[config.mk]
export PLATFORM = sky130hd
export DESIGN_NAME = alu_issue_stage
export DESIGN_NICKNAME = d
export VERILOG_FILES = /design/src/rtl/alu_pkg.sv /design/src/rtl/alu_decode.sv /design/src/rtl/alu_issue_stage.sv
export SDC_FILE = /design/constraint.sdc
export NUM_CORES = 1
export LEC_CHECK = 0
export CAP_MARGIN = 15
export CORE_MARGIN = 2
export CORE_UTILIZATION = 50
export CTS_BUF_LIST = sky130_fd_sc_hd__clkbuf_8
export CTS_CLUSTER_SIZE = 24
export DETAILED_ROUTE_END_ITERATION = 8
export PLACE_DENSITY = 0.88
export SYNTH_ARGS = -nofsm -noshare
export SYNTH_HDL_FRONTEND = slang
export SYNTH_HIERARCHICAL = 1
export SYNTH_SLANG_ARGS = --single-unit
[constraint.sdc]
create_clock -name clk -period 3.6 [get_ports clk]
set_clock_uncertainty 0.2 [all_clocks]
set_input_delay 0.72 -clock clk [delete_from_list [all_inputs] [get_ports clk]]
set_output_delay 0.72 -clock clk [all_outputs]
set_load 0.05 [all_outputs]
[src/rtl/alu_pkg.sv]
// Shared encodings for the ALU issue stage: ALU control codes, MIPS opcode/funct
// constants and the registered issue payload.
package alu_pkg;

  localparam int unsigned XLEN    = 32;
  localparam int unsigned CTRL_W  = 4;
  localparam int unsigned REG_W   = 5;
  localparam int unsigned OPC_W   = 6;
  localparam int unsigned IMM_W   = 16;

  typedef enum logic [CTRL_W-1:0] {
    ALU_AND   = 4'b0000,
    ALU_OR    = 4'b0001,
    ALU_ADD   = 4'b0010,
    ALU_XOR   = 4'b0011,
    ALU_ORI   = 4'b0100,
    ALU_ADDIU = 4'b0101,
    ALU_SUB   = 4'b0110,
    ALU_ADDI  = 4'b0111,
    ALU_SLL   = 4'b1000,
    ALU_SLT   = 4'b1001,
    ALU_LUI   = 4'b1111
  } alu_ctrl_e;

  localparam logic [OPC_W-1:0] OP_RTYPE = 6'b000000;
  localparam logic [OPC_W-1:0] OP_BEQ   = 6'b000100;
  localparam logic [OPC_W-1:0] OP_ADDI  = 6'b001000;
  localparam logic [OPC_W-1:0] OP_ADDIU = 6'b001001;
  localparam logic [OPC_W-1:0] OP_ORI   = 6'b001101;
  localparam logic [OPC_W-1:0] OP_LUI   = 6'b001111;
  localparam logic [OPC_W-1:0] OP_LW    = 6'b100011;
  localparam logic [OPC_W-1:0] OP_SW    = 6'b101011;

  localparam logic [OPC_W-1:0] FN_SLL  = 6'b000000;
  localparam logic [OPC_W-1:0] FN_ADD  = 6'b100000;
  localparam logic [OPC_W-1:0] FN_ADDU = 6'b100001;
  localparam logic [OPC_W-1:0] FN_SUB  = 6'b100010;
  localparam logic [OPC_W-1:0] FN_AND  = 6'b100100;
  localparam logic [OPC_W-1:0] FN_OR   = 6'b100101;
  localparam logic [OPC_W-1:0] FN_XOR  = 6'b100110;
  localparam logic [OPC_W-1:0] FN_SLT  = 6'b101010;

  typedef struct packed {
    logic             valid;
    alu_ctrl_e        alu_ctrl;
    logic [XLEN-1:0]  alu_a;
    logic [XLEN-1:0]  alu_b;
    logic [REG_W-1:0] shamt;
    logic             reg_write;
    logic [REG_W-1:0] dst_reg;
    logic             illegal;
  } issue_t;

  localparam issue_t ISSUE_BUBBLE = '0;

endpackage

[src/rtl/alu_decode.sv]
// Combinational MIPS decode: instruction word plus operand values to an issue payload.
// Undecodable words produce a valid bubble flagged illegal.
module alu_decode
  import alu_pkg::*;
(
  input  logic [XLEN-1:0] instr,
  input  logic [XLEN-1:0] rs_data,
  input  logic [XLEN-1:0] rt_data,
  output issue_t          issue_c
);

  logic [OPC_W-1:0] opcode;
  logic [OPC_W-1:0] funct;
  logic [REG_W-1:0] rt_idx;
  logic [REG_W-1:0] rd_idx;
  logic [XLEN-1:0]  imm_sext;
  logic [XLEN-1:0]  imm_zext;
  logic             unused_rs_idx;

  assign opcode   = instr[31:26];
  assign funct    = instr[5:0];
  assign rt_idx   = instr[20:16];
  assign rd_idx   = instr[15:11];
  assign imm_sext = {{(XLEN-IMM_W){instr[15]}}, instr[15:0]};
  assign imm_zext = {{(XLEN-IMM_W){1'b0}}, instr[15:0]};
  // rs arrives already resolved as rs_data; its index is not needed here
  assign unused_rs_idx = ^instr[25:21];

  alu_ctrl_e        ctrl;
  logic [XLEN-1:0]  a_val;
  logic [XLEN-1:0]  b_val;
  logic [REG_W-1:0] dst;
  logic             wr;
  logic             legal;

  always_comb begin
    ctrl  = ALU_AND;
    a_val = rs_data;
    b_val = rt_data;
    dst   = rd_idx;
    wr    = 1'b0;
    legal = 1'b1;
    case (opcode)
      OP_RTYPE: begin
        wr = 1'b1;
        case (funct)
          FN_ADD, FN_ADDU: ctrl = ALU_ADD;
          FN_SUB:          ctrl = ALU_SUB;
          FN_AND:          ctrl = ALU_AND;
          FN_OR:           ctrl = ALU_OR;
          FN_XOR:          ctrl = ALU_XOR;
          FN_SLT:          ctrl = ALU_SLT;
          FN_SLL: begin
            ctrl  = ALU_SLL;
            a_val = rt_data;
            b_val = '0;
          end
          default: legal = 1'b0;
        endcase
      end
      OP_ADDI:  begin ctrl = ALU_ADDI;  b_val = imm_sext; dst = rt_idx; wr = 1'b1; end
      OP_ADDIU: begin ctrl = ALU_ADDIU; b_val = imm_sext; dst = rt_idx; wr = 1'b1; end
      OP_ORI:   begin ctrl = ALU_ORI;   b_val = imm_zext; dst = rt_idx; wr = 1'b1; end
      OP_LUI:   begin ctrl = ALU_LUI;   b_val = imm_zext; dst = rt_idx; wr = 1'b1; end
      OP_LW:    begin ctrl = ALU_ADD;   b_val = imm_sext; dst = rt_idx; wr = 1'b1; end
      OP_SW:    begin ctrl = ALU_ADD;   b_val = imm_sext; dst = rt_idx; end
      OP_BEQ:   begin ctrl = ALU_SUB;   b_val = rt_data;  dst = rt_idx; end
      default:  legal = 1'b0;
    endcase

    issue_c       = ISSUE_BUBBLE;
    issue_c.valid = 1'b1;
    if (legal) begin
      issue_c.alu_ctrl  = ctrl;
      issue_c.alu_a     = a_val;
      issue_c.alu_b     = b_val;
      issue_c.shamt     = instr[10:6];
      issue_c.dst_reg   = dst;
      // $0 is hardwired, so a write to it is never a real write-back
      issue_c.reg_write = wr && (dst != '0);
    end else begin
      issue_c.illegal = 1'b1;
    end
  end

endmodule

[src/rtl/alu_issue_stage.sv]
// ID/EX issue register: decodes one instruction per cycle and holds the result in flops,
// with reset > flush > stall > new-instruction priority.
module alu_issue_stage
  import alu_pkg::*;
(
  input  logic                  clk,
  input  logic                  rst,
  input  logic                  in_valid,
  input  logic [XLEN-1:0]       instr,
  input  logic [XLEN-1:0]       rs_data,
  input  logic [XLEN-1:0]       rt_data,
  input  logic                  stall,
  input  logic                  flush,
  output logic                  out_valid,
  output logic [CTRL_W-1:0]     alu_ctrl,
  output logic [XLEN-1:0]       alu_a,
  output logic [XLEN-1:0]       alu_b,
  output logic [REG_W-1:0]      shamt,
  output logic                  reg_write,
  output logic [REG_W-1:0]      dst_reg,
  output logic                  illegal
);

  issue_t dec_c;
  issue_t issue_d;
  issue_t issue_q;

  alu_decode u_decode (
    .instr   (instr),
    .rs_data (rs_data),
    .rt_data (rt_data),
    .issue_c (dec_c)
  );

  always_comb begin
    issue_d = issue_q;
    if (flush) begin
      issue_d = ISSUE_BUBBLE;
    end else if (stall) begin
      issue_d = issue_q;
    end else if (in_valid) begin
      issue_d = dec_c;
    end else begin
      issue_d = ISSUE_BUBBLE;
    end
  end

  always_ff @(posedge clk) begin
    if (rst) begin
      issue_q <= ISSUE_BUBBLE;
    end else begin
      issue_q <= issue_d;
    end
  end

  assign out_valid = issue_q.valid;
  assign alu_ctrl  = issue_q.alu_ctrl;
  assign alu_a     = issue_q.alu_a;
  assign alu_b     = issue_q.alu_b;
  assign shamt     = issue_q.shamt;
  assign reg_write = issue_q.reg_write;
  assign dst_reg   = issue_q.dst_reg;
  assign illegal   = issue_q.illegal;

endmodule

==> Word level (Yosys, flattened, before mapping) <==
Index checks and enable logic that the tools add are counted.
{ "op_classes": {"mux": 13, "reduce_logical": 12, "n_eq_ne": 14} }
{ "ops": {"columns": ["cell", "count"], "rows": [
  ["$mux 32", 3],
  ["$pmux 32 s3", 1],
  ["$mux 81", 1],
  ["$mux 79", 1],
  ["$eq 6x6->1 const B", 9],
  ["$pmux 4 s7", 1],
  ["$eq 6x4->1 const B", 4],
  ["$pmux 4 s6", 1],
  ["$logic_not 6->1", 2],
  ["$reduce_or 2->1", 4],
  ["$reduce_or 8->1", 1],
  ["$reduce_or 7->1", 1],
  ["$eq 6x3->1 const B", 1],
  ["$reduce_or 6->1", 1],
  ["$mux 5", 1],
  ["$reduce_bool 5->1", 1],
  ["$reduce_or 4->1", 1],
  ["$mux 1", 3],
  ["$pmux 1 s2", 1],
  ["$logic_and 1x1->1", 1]
]} }
{ "totals": {"register_bits": 81, "in_bits": 101, "out_inout_bits": 81} }

==> Depth between registers and ports, before layout <==
{ "depth": {"word_depth": 7, "ltp_mapped": 10, "depth_no_buf": 7} }

==> Modules after synthesis <==
Netlist, hierarchy kept.
{ "modules_own_cells": {"columns": ["module", "area_per_inst_um2", "cells_each", "seq_area_each_um2", "instances"], "rows": [
  ["alu_issue_stage", 3548.4, 361, 1621.6, 1],
  ["alu_decode", 1451.4, 282, 0.0, 1]
]} }

==> Worst setup path after synthesis <==
Ideal clock, no wire load.
{ "synth_timing": {"kind": "in2reg", "startpoint": "in instr[3]", "endpoint": "reg issue_q (netlist bit alu_b[22])", "n_path_buf": 2, "cell_stages": 9, "arrival_ns": 2.321, "path_slack_ns": 0.963, "setup_ns": 0.116, "cell_sequence": "clkbuf_1 -> or4_4 -> nor4b_4 -> nor2_2 -> buf_2 -> nand2_1 -> a21oi_1 -> nand3b_1 -> a21oi_2"} }
{ "synth_rtl": {"columns": ["item", "line", "rtl"], "rows": [
  ["from (decl)", "alu_issue_stage.sv:9", "input logic [XLEN-1:0] instr,"],
  ["to (signal assigned)", "alu_issue_stage.sv:52", "issue_q <= issue_d;"],
  ["to (decl)", "alu_issue_stage.sv:26", "issue_t issue_q;"]
]} }

==> results.json <==
{
  "grt_max_degree": 106,
  "hp-start": "alu_ctrl[1]",
  "row_count": 36,
  "cts_sinks": 81,
  "async_flop_share_pct": 0,
  "hpwlAfterDp_mm": 10.7,
  "track_usage_pct": 27.6,
  "routed-via-count": 5181,
  "cts_resized": 0,
  "layout-drive-gt1-share_pct": 16.0,
  "holdPathStages": 2,
  "htreeDepth": 3,
  "cts_hold_buf": 0,
  "crit_cells": 9,
  "cts_inserted_buffers": 9,
  "die_y_um": 104,
  "r2r_start": "alu_b[12]",
  "grt_pass1_wl_mm": 24.6,
  "worstPathArrival_ns": 3.21,
  "core_area_um2": 9730,
  "slowest_delay_ns": 0.67,
  "post-route-util_pct": 71.1,
  "nets": 885,
  "drt_wl_total_mm": 15.4,
  "slew_viol_final": 0,
  "worstPathRequired_ns": 3.64,
  "diodes": 0,
  "ys_types": 45,
  "clk_latency_ns": 0.36,
  "nFillCells": 804,
  "drc_errors": 0,
  "r2r_setup_slack_ns": 2.73,
  "cp_max_fo": 30,
  "synth_top_area_share_pct": 32.4,
  "startpoint_type": "primary input",
  "die_w_um": 104,
  "via_per_inst": 5.62,
  "avgSynthCellArea_um2": 7.78,
  "crit_chain": "clkdlybuf4s50_1 -> nand4b_1 -> and2_1 -> a21oi_1 -> nor2_4 -> buf_12 -> a21oi_1 -> nand3b_1 -> a21oi_2",
  "antenna_found_initial": 0,
  "ys_top_cells_by_area": "dfxtp_1 32%, a21oi_2 14%, nand2_1 13%",
  "gp_congestion": 0.893,
  "crit_top_cell": "a21oi_1",
  "cap_violations": 0,
  "synth-edff-count": 0,
  "cts_tree": "built",
  "hold_end": "alu_ctrl[1]",
  "cp-end-kind": "register",
  "yosysSeqAreaShare_pct": 32.4,
  "clkSlewWorstSetupHoldPaths_ns": 0.08,
  "routedWlPerCell_um": 16.7,
  "min_period_ns": 3.17,
  "cts-root-buf": "clkbuf_8",
  "worst_pin_slew_ns": 0.921,
  "power.leakage_nw": 2.23,
  "ys_warn_count": 6,
  "outcome": "complete, no violations",
  "r2r_end": "alu_b[12]",
  "vdd_ir_drop_max_v": 0.000206,
  "cp_top_family": "simple AND/OR/NAND/NOR gates",
  "firstDrtPassIters": 5,
  "ff2ff_path_depth": 2,
  "initial_core_util_pct": 51.4,
  "crit_buf_inv": 2,
  "min_period_over_period_pct": 87.9,
  "hold_viol": 0,
  "die_area_um2": 10800,
  "syn_inst": 643,
  "syn-cell-area_um2": 5000,
  "p_per_area_nw_per_um2": 292,
  "final_common_cell": "nand2_1",
  "grt_pass1_vias": 4842,
  "power.total_mw": 2.02,
  "synth_nets": 744,
  "final_cell_mix": "179 x nand2_1, 174 x clkdlybuf4s50_1, 81 x nand3b_1, 81 x dfxtp_1, 80 x a21oi_2",
  "syn2layout_area_growth_pct": 38.3,
  "io_buffers": 176,
  "clk_path_buf_depth": 2,
  "setup_violations": 0,
  "fmax_mhz": 316,
  "synth-seq-cells": 81,
  "drtAntennaViolNets": 0,
  "min_path_type": "reg2reg",
  "drt_iter0_markers": 368,
  "rsz0062_at_grt": "no",
  "num_io_pins": 182,
  "overflow": 0,
  "worstSetupPathType": "in2reg",
  "postCtsSetupRepairBufs": 0,
  "yosys_most_used_dff": "dfxtp_1",
  "slew_headroom_pct": 38.6,
  "yosysTopAreaCell": "dfxtp_1",
  "cp_slowest_cell": "nor2_4",
  "setup_tns_ns": 0
}
## logic make-up after synthesis
| kind of cell | Yosys count | share of synthesized area (%) |
|---|---|---|
| other cells | 1 | 0.0750 |
| compound gates | 174 | 24.8 |
| xor+xnor | 2 | 0.350 |
| flops | 81 | 32.4 |
| simple gates | 318 | 33.1 |
| buf+inv | 67 | 9.23 |
## tightest hold or removal path: cells and delay by family, from the launching register on
family          cells  cell delay [ns]
flops               1             0.32
simple gates        1             0.05
compound gates      1             0.05
## cells in the mapped netlist, types with 2 or more instances
master and instances:
a21oi_2 80, a21oi_1 70, nor4_1 2, or4_1 2, nor3_1 2, clkbuf_1 13
or2_1 2, nor2b_1 7, inv_1 3, nor2_2 2, a22o_1 5, nor2_1 6
buf_2 25, nand3b_1 81, xnor2_1 2, o21ai_0 6, nand4b_1 3, nand2_1 179
nor3b_1 3, dfxtp_1 81, nand3_1 19, buf_4 5, buf_6 16, or4_4 2
clkbuf_8 4, a21o_1 3, a31oi_1 2
## worst max path at each step
| stage | start | end | slack, ns |
|---|---|---|---|
| floorplan | instr[3] | alu_b[22] | 0.96 |
| global placement | instr[0] | alu_b[31] | 0.15 |
| detailed placement | instr[29] | alu_b[31] | 0.15 |
| CTS | instr[29] | alu_b[31] | 0.50 |
| global route | instr[26] | alu_a[31] | 0.31 |
| finish | instr[29] | alu_b[16] | 0.43 |
## final cells by class
cell class	count	area (um2)	area share [%]
multi-input cells	495	2920	42.3
repair buffers	194	1960	28.4
flip-flops and latches	81	1620	23.4
inverters	3	11.3	0.163
well taps	133	166	2.41
clock inverters	5	77.6	1.12
clock buffers	11	151	2.19
## where the power goes
group / switching [mW] / internal (mW)
Clock: 0.339 / 0.426
Combinational: 0.184 / 0.168
Sequential: 0.00219 / 0.899
## through the flow
step | worst slack, ns | hold WS [ns] | std cells | cell area (um2)
3_5_place_dp | 0.146 | 0.256 | 906 | 6690
6_report | 0.434 | 0.262 | 922 | 6920
5_1_grt | 0.305 | 0.286 | 922 | 6920
4_1_cts | 0.500 | 0.265 | 922 | 6920
2_1_floorplan | 0.963 | 0.469 | 643 | 5000
3_3_place_gp | 0.145 | 0.249 | 906 | 6690
## per-layer routing
metal	share of wire (%)	vias to the layer above	GRT usage [%]	wire length, um
li1	-	2483	-	-
met1	42	2432	35.1	6520
met2	48	234	45.6	7450
met3	6.4	32	5.95	976
met4	2.7	0	10.9	412
met5	0	-	0	0
No activity file was read; power rests on OpenSTA's default activity.
